<file path="config.mk">
export PLATFORM = sky130hd
export DESIGN_NAME = dm_port_arbiter
export DESIGN_NICKNAME = d
export VERILOG_FILES = /design/src/rtl/dm_arb_pkg.sv /design/src/rtl/dm_port_arbiter_rr_arbiter.sv /design/src/rtl/dm_port_arbiter.sv
export SDC_FILE = /design/constraint.sdc
export NUM_CORES = 1
export LEC_CHECK = 0
export CAP_MARGIN = 25
export CELL_PAD_IN_SITES_DETAIL_PLACEMENT = 1
export CELL_PAD_IN_SITES_GLOBAL_PLACEMENT = 2
export CORE_MARGIN = 4
export CORE_UTILIZATION = 32
export DETAILED_ROUTE_END_ITERATION = 10
export DONT_BUFFER_PORTS = 1
export PLACE_DENSITY = 0.78
export SETUP_SLACK_MARGIN = 0.2
export SLEW_MARGIN = 40
export SYNTH_ARGS = -nofsm -noshare
export SYNTH_HDL_FRONTEND = slang
export SYNTH_SLANG_ARGS = --single-unit
export TNS_END_PERCENT = 1
</file>
<file path="constraint.sdc">
create_clock -name clk -period 2.91 [get_ports clk]
set_clock_uncertainty 0.2 [all_clocks]
set_input_delay 0.4365 -clock clk [delete_from_list [all_inputs] [get_ports clk]]
set_output_delay 0.4365 -clock clk [all_outputs]
set_load 0.02 [all_outputs]
</file>
<file path="src/rtl/dm_arb_pkg.sv">
// Shared constants for the data-memory port arbiter: operating modes and channel-id sizing.
package dm_arb_pkg;

    localparam logic [1:0] MODE_COM_ONLY  = 2'b00;
    localparam logic [1:0] MODE_PROC_ONLY = 2'b01;
    localparam logic [1:0] MODE_SHARED    = 2'b10;
    localparam logic [1:0] MODE_IDLE      = 2'b11;

    // Channel ids 0..num_proc-1 are processors; id num_proc is the COM channel.
    function automatic int chan_id_w(input int num_proc);
        return $clog2(num_proc + 1);
    endfunction

    function automatic int com_chan_id(input int num_proc);
        return num_proc;
    endfunction

endpackage

</file>
<file path="src/rtl/dm_port_arbiter_rr_arbiter.sv">
// Combinational round-robin picker: searches from ptr+1 (mod NUM_PROC) for the first request.
module rr_arbiter #(
    parameter int NUM_PROC = 4,
    parameter int PTR_W    = 3
) (
    input  logic [NUM_PROC-1:0] req,
    input  logic [PTR_W-1:0]    ptr,
    output logic [NUM_PROC-1:0] gnt,
    output logic                any_grant
);

    logic found;

    always_comb begin
        gnt   = '0;
        found = 1'b0;
        for (int k = 1; k <= NUM_PROC; k++) begin
            for (int i = 0; i < NUM_PROC; i++) begin
                if (!found && req[i] && (i == (int'(ptr) + k) % NUM_PROC)) begin
                    gnt[i] = 1'b1;
                    found  = 1'b1;
                end
            end
        end
    end

    assign any_grant = found;

endmodule

</file>
<file path="src/rtl/dm_port_arbiter.sv">
// Arbitrates COM and NUM_PROC processor channels onto one DM port with tagged read return.
// Optional contention counter enabled by defining DM_ARB_STATS_EN.
module dm_port_arbiter
    import dm_arb_pkg::*;
#(
    parameter int NUM_PROC = 4,
    parameter int DATA_W   = 16,
    parameter int ADDR_W   = 16,
    parameter int DM_LAT   = 1
) (
    input  logic                       clk,
    input  logic                       rst,
    input  logic [1:0]                 mode,
    input  logic                       com_req,
    input  logic                       com_wr_en,
    input  logic [ADDR_W-1:0]          com_addr,
    input  logic [DATA_W-1:0]          com_data_in,
    output logic                       com_gnt,
    output logic [DATA_W-1:0]          com_data_out,
    output logic                       com_rvalid,
    input  logic [NUM_PROC-1:0]        proc_req,
    input  logic [NUM_PROC-1:0]        proc_wr_en,
    input  logic [NUM_PROC*ADDR_W-1:0] proc_addr,
    input  logic [NUM_PROC*DATA_W-1:0] proc_bus,
    output logic [NUM_PROC-1:0]        proc_gnt,
    output logic [DATA_W-1:0]          proc_data_out,
    output logic [NUM_PROC-1:0]        proc_rvalid,
    input  logic [DATA_W-1:0]          DM_out,
    output logic [DATA_W-1:0]          DM_data_in,
    output logic [ADDR_W-1:0]          DM_addr,
    output logic                       DM_write_en,
    output logic [15:0]                stall_cnt
);

    localparam int             CW     = chan_id_w(NUM_PROC);
    localparam logic [CW-1:0]  COM_ID = CW'(com_chan_id(NUM_PROC));

    logic                        com_mode_ok, proc_mode_ok;
    logic                        com_elig, com_win, rr_any;
    logic [NUM_PROC-1:0]         proc_elig, rr_gnt, proc_win;

    logic                        com_gnt_q, com_gnt_d;
    logic [NUM_PROC-1:0]         proc_gnt_q, proc_gnt_d;
    logic [CW-1:0]               rr_ptr_q, rr_ptr_d;
    logic [ADDR_W-1:0]           dm_addr_q, dm_addr_d;
    logic [DATA_W-1:0]           dm_wdata_q, dm_wdata_d;
    logic                        dm_we_q, dm_we_d;
    logic                        rd_gnt_q, rd_gnt_d;
    logic [CW-1:0]               gnt_chan_q, gnt_chan_d;
    logic [DM_LAT-1:0]           tag_vld_q, tag_vld_d;
    logic [DM_LAT-1:0][CW-1:0]   tag_chan_q, tag_chan_d;
    logic [DATA_W-1:0]           com_rdata_q, com_rdata_d;
    logic [DATA_W-1:0]           proc_rdata_q, proc_rdata_d;
    logic                        com_rvalid_q, com_rvalid_d;
    logic [NUM_PROC-1:0]         proc_rvalid_q, proc_rvalid_d;

    // A channel granted last cycle is masked, so a held request cannot win twice in a row.
    assign com_mode_ok  = (mode == MODE_COM_ONLY) || (mode == MODE_SHARED);
    assign proc_mode_ok = (mode == MODE_PROC_ONLY) || (mode == MODE_SHARED);
    assign com_elig     = com_req & com_mode_ok & ~com_gnt_q;
    assign proc_elig    = proc_req & ~proc_gnt_q & {NUM_PROC{proc_mode_ok}};

    rr_arbiter #(
        .NUM_PROC (NUM_PROC),
        .PTR_W    (CW)
    ) u_rr (
        .req       (proc_elig),
        .ptr       (rr_ptr_q),
        .gnt       (rr_gnt),
        .any_grant (rr_any)
    );

    assign com_win  = com_elig;
    assign proc_win = com_win ? '0 : rr_gnt;

    always_comb begin
        com_gnt_d  = com_win;
        proc_gnt_d = proc_win;
        rr_ptr_d   = rr_ptr_q;
        dm_addr_d  = dm_addr_q;
        dm_wdata_d = dm_wdata_q;
        dm_we_d    = 1'b0;
        rd_gnt_d   = 1'b0;
        gnt_chan_d = gnt_chan_q;
        if (com_win) begin
            dm_addr_d  = com_addr;
            dm_wdata_d = com_data_in;
            dm_we_d    = com_wr_en;
            rd_gnt_d   = ~com_wr_en;
            gnt_chan_d = COM_ID;
        end else if (rr_any) begin
            for (int i = 0; i < NUM_PROC; i++) begin
                if (proc_win[i]) begin
                    dm_addr_d  = proc_addr[i*ADDR_W +: ADDR_W];
                    dm_wdata_d = proc_bus[i*DATA_W +: DATA_W];
                    dm_we_d    = proc_wr_en[i];
                    rd_gnt_d   = ~proc_wr_en[i];
                    gnt_chan_d = CW'(i);
                    rr_ptr_d   = CW'(i);
                end
            end
        end
    end

    // Tag enters one cycle after the grant so its exit lines up with DM_out after DM_LAT.
    always_comb begin
        tag_vld_d     = '0;
        tag_chan_d    = '0;
        tag_vld_d[0]  = rd_gnt_q;
        tag_chan_d[0] = gnt_chan_q;
        for (int k = 1; k < DM_LAT; k++) begin
            tag_vld_d[k]  = tag_vld_q[k-1];
            tag_chan_d[k] = tag_chan_q[k-1];
        end
        com_rdata_d   = com_rdata_q;
        proc_rdata_d  = proc_rdata_q;
        com_rvalid_d  = 1'b0;
        proc_rvalid_d = '0;
        if (tag_vld_q[DM_LAT-1]) begin
            if (tag_chan_q[DM_LAT-1] == COM_ID) begin
                com_rdata_d  = DM_out;
                com_rvalid_d = 1'b1;
            end else begin
                proc_rdata_d = DM_out;
                for (int i = 0; i < NUM_PROC; i++) begin
                    if (tag_chan_q[DM_LAT-1] == CW'(i)) begin
                        proc_rvalid_d[i] = 1'b1;
                    end
                end
            end
        end
    end

    always_ff @(posedge clk or posedge rst) begin
        if (rst) begin
            com_gnt_q     <= 1'b0;
            proc_gnt_q    <= '0;
            rr_ptr_q      <= CW'(NUM_PROC - 1);
            dm_addr_q     <= '0;
            dm_wdata_q    <= '0;
            dm_we_q       <= 1'b0;
            rd_gnt_q      <= 1'b0;
            gnt_chan_q    <= '0;
            tag_vld_q     <= '0;
            tag_chan_q    <= '0;
            com_rdata_q   <= '0;
            proc_rdata_q  <= '0;
            com_rvalid_q  <= 1'b0;
            proc_rvalid_q <= '0;
        end else begin
            com_gnt_q     <= com_gnt_d;
            proc_gnt_q    <= proc_gnt_d;
            rr_ptr_q      <= rr_ptr_d;
            dm_addr_q     <= dm_addr_d;
            dm_wdata_q    <= dm_wdata_d;
            dm_we_q       <= dm_we_d;
            rd_gnt_q      <= rd_gnt_d;
            gnt_chan_q    <= gnt_chan_d;
            tag_vld_q     <= tag_vld_d;
            tag_chan_q    <= tag_chan_d;
            com_rdata_q   <= com_rdata_d;
            proc_rdata_q  <= proc_rdata_d;
            com_rvalid_q  <= com_rvalid_d;
            proc_rvalid_q <= proc_rvalid_d;
        end
    end

`ifdef DM_ARB_STATS_EN
    logic [15:0] stall_q, stall_d;
    logic        stall_pend;

    assign stall_pend = (com_elig & ~com_win) | (|(proc_elig & ~proc_win));

    always_comb begin
        stall_d = stall_q;
        if (stall_pend && (stall_q != 16'hFFFF)) begin
            stall_d = stall_q + 16'd1;
        end
    end

    always_ff @(posedge clk or posedge rst) begin
        if (rst) begin
            stall_q <= '0;
        end else begin
            stall_q <= stall_d;
        end
    end

    assign stall_cnt = stall_q;
`else
    assign stall_cnt = 16'h0000;
`endif

    assign com_gnt       = com_gnt_q;
    assign proc_gnt      = proc_gnt_q;
    assign DM_addr       = dm_addr_q;
    assign DM_data_in    = dm_wdata_q;
    assign DM_write_en   = dm_we_q;
    assign com_data_out  = com_rdata_q;
    assign com_rvalid    = com_rvalid_q;
    assign proc_data_out = proc_rdata_q;
    assign proc_rvalid   = proc_rvalid_q;

endmodule

</file>
[Yosys cells after proc, flatten, opt, wreduce, memory -nomap -nowiden]
Cells that the tools add are included.
Widths: inputs -> output; s select.
Storage, ports and cells
  bits in writable memories: 0
  register bits: 85
  output and inout port bits: 91
  bits in latches: 0
  memories: 0
  ROM bits: 0
Operators by class
  equal/unequal tests: 18
  bitwise gates (word level): 17
  multiply operators: 0
  $add $sub $neg: 4
  reductions and logical operators: 65
  shift operators: 0
  divide/modulo/power cells: 0
  multiplexer cells: 70
  magnitude comparators: 0
Operators by type and width (number)
  $mux 16: 12
  $logic_not 32->1: 4
  $mux 1: 49
  $logic_and 1x1->1: 31
  $eq 3x3->1 const A: 8
  $mux 3: 6
  $logic_not 1->1: 15
  $eq 2x3->1 const A: 4
  $mux 4: 3
  $and 4x4->4: 2
  $not 1->1: 8
  $reduce_or 2->1: 4
  $eq 3x2->1 const B: 2
  $reduce_and 2->1: 3
  $reduce_bool 5->1: 1
  $add 2x1->2 const B: 2
  $add 2x2->2 const B: 2
  $and 1x1->1 const A: 4
  $not 4->4: 1
  $reduce_bool 4->1: 1
  $eq 3x1->1 const B: 1
  $eq 3x3->1 const B: 1
  $logic_not 3->1: 1
  $reduce_and 3->1: 1
  6 further kinds: 8

[Logic depth before layout (Yosys ltp)]
  word-level depth: 73
  depth in mapped cells: 11
  gate-level depth less buffers: 8

[Modules after synthesis]
A second synthesis with hierarchy kept.
Unflattened totals
  cell total of the unflattened synthesis: 481
  area total of the unflattened synthesis: 4830.9 um^2
By module, submodules not included
  dm_port_arbiter: area each 4724.5 um^2, instances 1, sequential area each 2129.5 um^2, cells an instance 462
  rr_arbiter: area each 106.4 um^2, instances 1, sequential area each 0.0 um^2, cells an instance 19

[Least setup slack after synthesis]
No wires, ideal clock.
  path kind: input-to-reg
  from: input mode[0]
  to: register rd_gnt_q
  path slack: 547 ps
  path buffers: 3
  data required time: 2584 ps
  stages: 9
  arrival time: 2037 ps
  path through: inv_1 -> ha_1 -> buf_4 -> a31oi_1 -> o31a_1 -> buf_6 -> buf_6 -> nor2b_1 -> o311a_1
Between the ends
  longest elaborated chain between the ends: 69
Ends and longest elaborated chain
  from (decl): RTL line dm_port_arbiter.sv:13  | input logic [1:0] mode,
  $eq 2x1->1 or $eq 2x2->1 (tied branches): RTL line dm_port_arbiter.sv:59, dm_port_arbiter.sv:58
  $logic_or 1x1->1: RTL line dm_port_arbiter.sv:59  | assign proc_mode_ok = (mode == MODE_PROC_ONLY) || (mode == MODE_SHARED);
  $and 4x4->4: RTL line dm_port_arbiter.sv:61  | assign proc_elig = proc_req & ~proc_gnt_q & {NUM_PROC{proc_mode_ok}};
  $logic_and 1x1->1: RTL line dm_port_arbiter_rr_arbiter.sv:19  | if (!found && req[i] && (i == (int'(ptr) + k) % NUM_PROC)) begin
  $mux 1: RTL line dm_port_arbiter_rr_arbiter.sv:19
  $logic_not 1->1: RTL line dm_port_arbiter_rr_arbiter.sv:19
  $logic_and 1x1->1 (2 in series): RTL line dm_port_arbiter_rr_arbiter.sv:19
  $mux 1: RTL line dm_port_arbiter_rr_arbiter.sv:19
  [... 52 more ...]
  $logic_not 1->1: RTL line dm_port_arbiter_rr_arbiter.sv:19
  $logic_and 1x1->1 (2 in series): RTL line dm_port_arbiter_rr_arbiter.sv:19
  $mux 1: RTL line dm_port_arbiter_rr_arbiter.sv:19
  $mux 4: RTL line dm_port_arbiter.sv:74  | assign proc_win = com_win ? '0 : rr_gnt;
  $mux 1: RTL line dm_port_arbiter.sv:93  | if (proc_win[i]) begin
  $mux 1: RTL line dm_port_arbiter.sv:91  | end else if (rr_any) begin
  $mux 1 *: RTL line dm_port_arbiter.sv:85  | if (com_win) begin
  net rd_gnt_d: RTL line dm_port_arbiter.sv:48  | logic rd_gnt_q, rd_gnt_d;
  to (signal assigned): RTL line dm_port_arbiter.sv:157  | rd_gnt_q <= rd_gnt_d;
  to (decl): RTL line dm_port_arbiter.sv:48
The timed path passes the listed nets; every way through them passes the cells marked *.
A chain may end at the register's enable or synchronous reset.

[Worst setup path after layout]
  from: register proc_gnt_q[3] (netlist: proc_gnt[3])
  to: register dm_wdata_q[15] (netlist: DM_data_in[15])
Between the ends
  longest elaborated chain between the ends: 58
Ends and longest elaborated chain
  from (decl): RTL line dm_port_arbiter.sv:43  | logic [NUM_PROC-1:0] proc_gnt_q, proc_gnt_d;
  from (signal assigned): RTL line dm_port_arbiter.sv:152  | proc_gnt_q <= proc_gnt_d;
  $not 4->4 *: RTL line dm_port_arbiter.sv:61
  $and 4x4->4 * (2 in series): RTL line dm_port_arbiter.sv:61
  $logic_and 1x1->1 (2 in series): RTL line dm_port_arbiter_rr_arbiter.sv:19
  $mux 1: RTL line dm_port_arbiter_rr_arbiter.sv:19
  $logic_not 1->1: RTL line dm_port_arbiter_rr_arbiter.sv:19
  $logic_and 1x1->1 (2 in series): RTL line dm_port_arbiter_rr_arbiter.sv:19
  $mux 1: RTL line dm_port_arbiter_rr_arbiter.sv:19
  $logic_not 1->1: RTL line dm_port_arbiter_rr_arbiter.sv:19
  [... 38 more ...]
  $mux 1: RTL line dm_port_arbiter_rr_arbiter.sv:19
  $logic_not 1->1: RTL line dm_port_arbiter_rr_arbiter.sv:19
  $logic_and 1x1->1 (2 in series): RTL line dm_port_arbiter_rr_arbiter.sv:19
  $mux 1: RTL line dm_port_arbiter_rr_arbiter.sv:19
  $mux 4: RTL line dm_port_arbiter.sv:74
  $mux 16: RTL line dm_port_arbiter.sv:93
  $mux 16: RTL line dm_port_arbiter.sv:91
  $mux 16: RTL line dm_port_arbiter.sv:85
  to (signal assigned): RTL line dm_port_arbiter.sv:155  | dm_wdata_q <= dm_wdata_d;
  to (decl): RTL line dm_port_arbiter.sv:46  | logic [DATA_W-1:0] dm_wdata_q, dm_wdata_d;
Mark *: on every way between the ends. The rest lies on a longest branch, timed or not. The select of a mux whose other input is x is not followed.

==> results_dict.tcl <==
set metrics [dict create \
    core_region_area_um2 12770 \
    synth-xor-area-share_pct 0 \
    path_common_cell "a31oi_1" \
    track_usage_pct 18.60 \
    hold_viol 0 \
    synth_ff_type "dfrtp_1" \
    synthCells 383 \
    cts.repair.resized 0 \
    synthArstFlopShare_pct 100.0 \
    min_period_ns 2.468 \
    grt_pass1_vias 3632 \
    cts_buffers 9 \
    worstPathMaxFanout 27 \
    worstHoldStart "com_wr_en" \
    max-vdd-ir-drop_v 0.0002933 \
    clock-sinks 85 \
    min_path_type "in2reg" \
    instances_no_fill 556 \
    slew_viol_final 0 \
    cp_cell_sequence "nor2b_4 -> a31oi_1 -> o31a_2 -> a222oi_1 -> a31oi_1" \
    start_kind "register" \
    synth_seq_cells 85 \
    netSwitchingFraction_pct 39.21 \
    critPathCaptureType "register" \
    cts_tree "yes" \
    initial_core_util_pct 33.05 \
    min_path_cells 2 \
    worst_pin_slew_ns 0.8141 \
    first_pass_iters 5 \
    grt_overflow 0 \
    cts_setup_buffers 0 \
    synthMostInstantiatedCell "dfrtp_1" \
    rr_worst_depth 5 \
    fmax_mhz 405.1 \
    fill_cells 1402 \
    die_x_um 122.9 \
    yosysSeqAreaShare_pct 50.44 \
    switchingPower_w 0.001925 \
    crit_family "compound AO/OA/AOI/OAI gates" \
    drc 0 \
    critPathBufInv 0 \
    std_cell_rows 41 \
    synth_compound_gate_area_share_pct 26.38 \
    cts.htree.levels 3 \
    seqCellArea_um2 2130 \
    muxShareOfSynthArea_pct 8.536 \
    numPortBuffers 0 \
    status "complete, no violations" \
    die_area_um2 15090 \
    synth_area_leader_cell "dfrtp_1" \
    crit_arrival_ns 2.47 \
    synth_top_family_by_area "compound AO/OA/AOI/OAI gates" \
    fin_setup_tns_ns 0 \
    fin_ws_ns 0.4417 \
    drt-wirelength-per-cell_um 26.33 \
    clkPwrFrac_pct 26.4 \
    grt_pass1_wl_um 21070 \
    synthAdderAreaFrac_pct 0.5928 \
    p_int_w 0.002985 \
    setup_violations 0 \
    ys_top_cells_by_count "83 x dfrtp_1, 37 x a21oi_1, 32 x mux2_2" \
    place.gp.congestion 0.8006 \
    path_depth 5 \
    p_per_area_nw_per_um2 1049 \
    ant_nets 0 \
    nets 572 \
    vias_per_cell 6.072 \
    whs_ns 0.04201 \
    hpwl_um 11000 \
    path_clk_slew_ns 0.06 \
    cts-root-buf "clkbuf_16" \
    yosys.area_share.simple_pct 6.432 \
    synth_area_um2 4222 \
    area.growth.synth_to_final_pct 10.88 \
    first_iter_violations 178 \
    synth.area.top_cells "dfrtp_1 49%, mux2_2 8.5%, a22oi_1 5.3%, a21oi_1 4.4%, a221oi_1 4.4%" \
    grt_start_max_net_pins 86 \
    finalWirelength_um 14640 \
    antenna_found_initial 0 \
    rsz0062_at_grt "false" \
    maxSlewHeadroom_pct 45.72 \
    yosysUniqueCellTypes 45 \
    critPathMaxStageDelay_ns 0.59 \
    synth_warnings 0 \
    cp.required_ns 2.91 \
    multiInputGateArea_um2 1832 \
    crit_type "reg2reg" \
    leakage_nw 1.920 \
    ios 281 \
    reg2reg_from "proc_gnt[3]" \
    timing.critical_path.from "proc_gnt[3]" \
    die_h_um 122.9 \
    worstSkewPairLatency_ns 0.34 \
    combPwrFrac_pct 22.9 \
    maxCapViolCount 0 \
    diodes 0 \
    vias 3376 \
    pre_cts_slack_ns 0.1523 \
    drive_gt1_share_pct 18.49 \
    cts_buffer_depth 2 \
    p_seq_share_pct 50.7 \
    post-route-period-util_pct 84.82 \
    yosys.area.top_type_share_pct 49.20 \
    dp.cells 540 \
    syn_avg_cell_area_um2 11.02 \
    synth_edf_count 0 \
    critical_path.slowest_cell "o31a_2" \
]
-- path summary, 6_finish.rpt --
path	slack, ns	to
hold reg to reg	0.15	tag_vld_q
setup / recovery	0.44	DM_data_in[15]
hold / removal	0.04	DM_write_en
min in group asynchronous	0.54	proc_data_out[14]
setup reg to reg	0.44	DM_data_in[15]
max in group asynchronous	1.62	rr_ptr_q[0]
-- metrics by stage --
step	instance area [µm²]	util [%]	power [W]
floorplan	4282	-	0.003293
global placement	4340	33.98	0.003575
detailed placement	4340	33.98	0.003655
CTS	4681	36.64	0.004967
global route	4681	36.64	0.005191
finish	4681	36.64	0.004910
-- placed cells by master (no fill, tap or decap), drive strengths merged, types with 5 or more instances in the layout --
cell type	n
nor2b	5
o21ai	20
dfrtp	83
buf	14
nand2	14
o22ai	22
nor2	15
a221o	10
a22oi	30
clkbuf	11
conb	16
mux2	32
a21oi	37
a221oi	21
inv	7
-- cell type report --
cell class                 instances  area share (%)
sequential                        85           45.50
clock inverter                     4           2.085
inverter                           8          0.7217
clock buffer                      11           4.972
multi-input combinational        261           39.13
timing repair buffer              15           2.994
tap                              172           4.598
-- routing by layer --
metal  global-route usage, %  routed length [µm]
met1                   20.87                5244
met2                   32.70                7458
met3                   6.866                1741
met4                   5.878                 198
met5                       0                   0
-- power groups by stage --
| stage | Sequential (W) | Combinational, W | Clock [W] |
|---|---|---|---|
| CTS | 0.00250 | 0.00114 | 0.00133 |
| global route | 0.00255 | 0.00126 | 0.00138 |
| global placement | 0.00250 | 0.00108 | 0 |
| finish | 0.00249 | 0.00112 | 0.00130 |
| detailed placement | 0.00252 | 0.00114 | 0 |
| floorplan | 0.00237 | 0.000926 | 0 |
-- state kept, by name (all words and copies together) (netlist names), 2 cells and up --
| name | flops |
|---|---|
| DM_addr | 16 |
| DM_data_in | 16 |
| com_data_out | 16 |
| proc_data_out | 16 |
| proc_gnt | 4 |
| proc_rvalid | 4 |
| gnt_chan_q | 3 |
| tag_chan_q | 3 |
| rr_ptr_q | 2 |
-- what timing repair did --
item / CTS / global route
setup endpoints to repair: 0 / 0
hold endpoints to repair: 83 / 0
hold buffers: 1 / 0
-- kinds of logic after synthesis --
family	after synthesis
buf+inv	52
mux	32
compound gates	160
other cells	1
flops	85
fa+ha+maj	2
simple gates	51
Power figures use the tool's default switching activity.
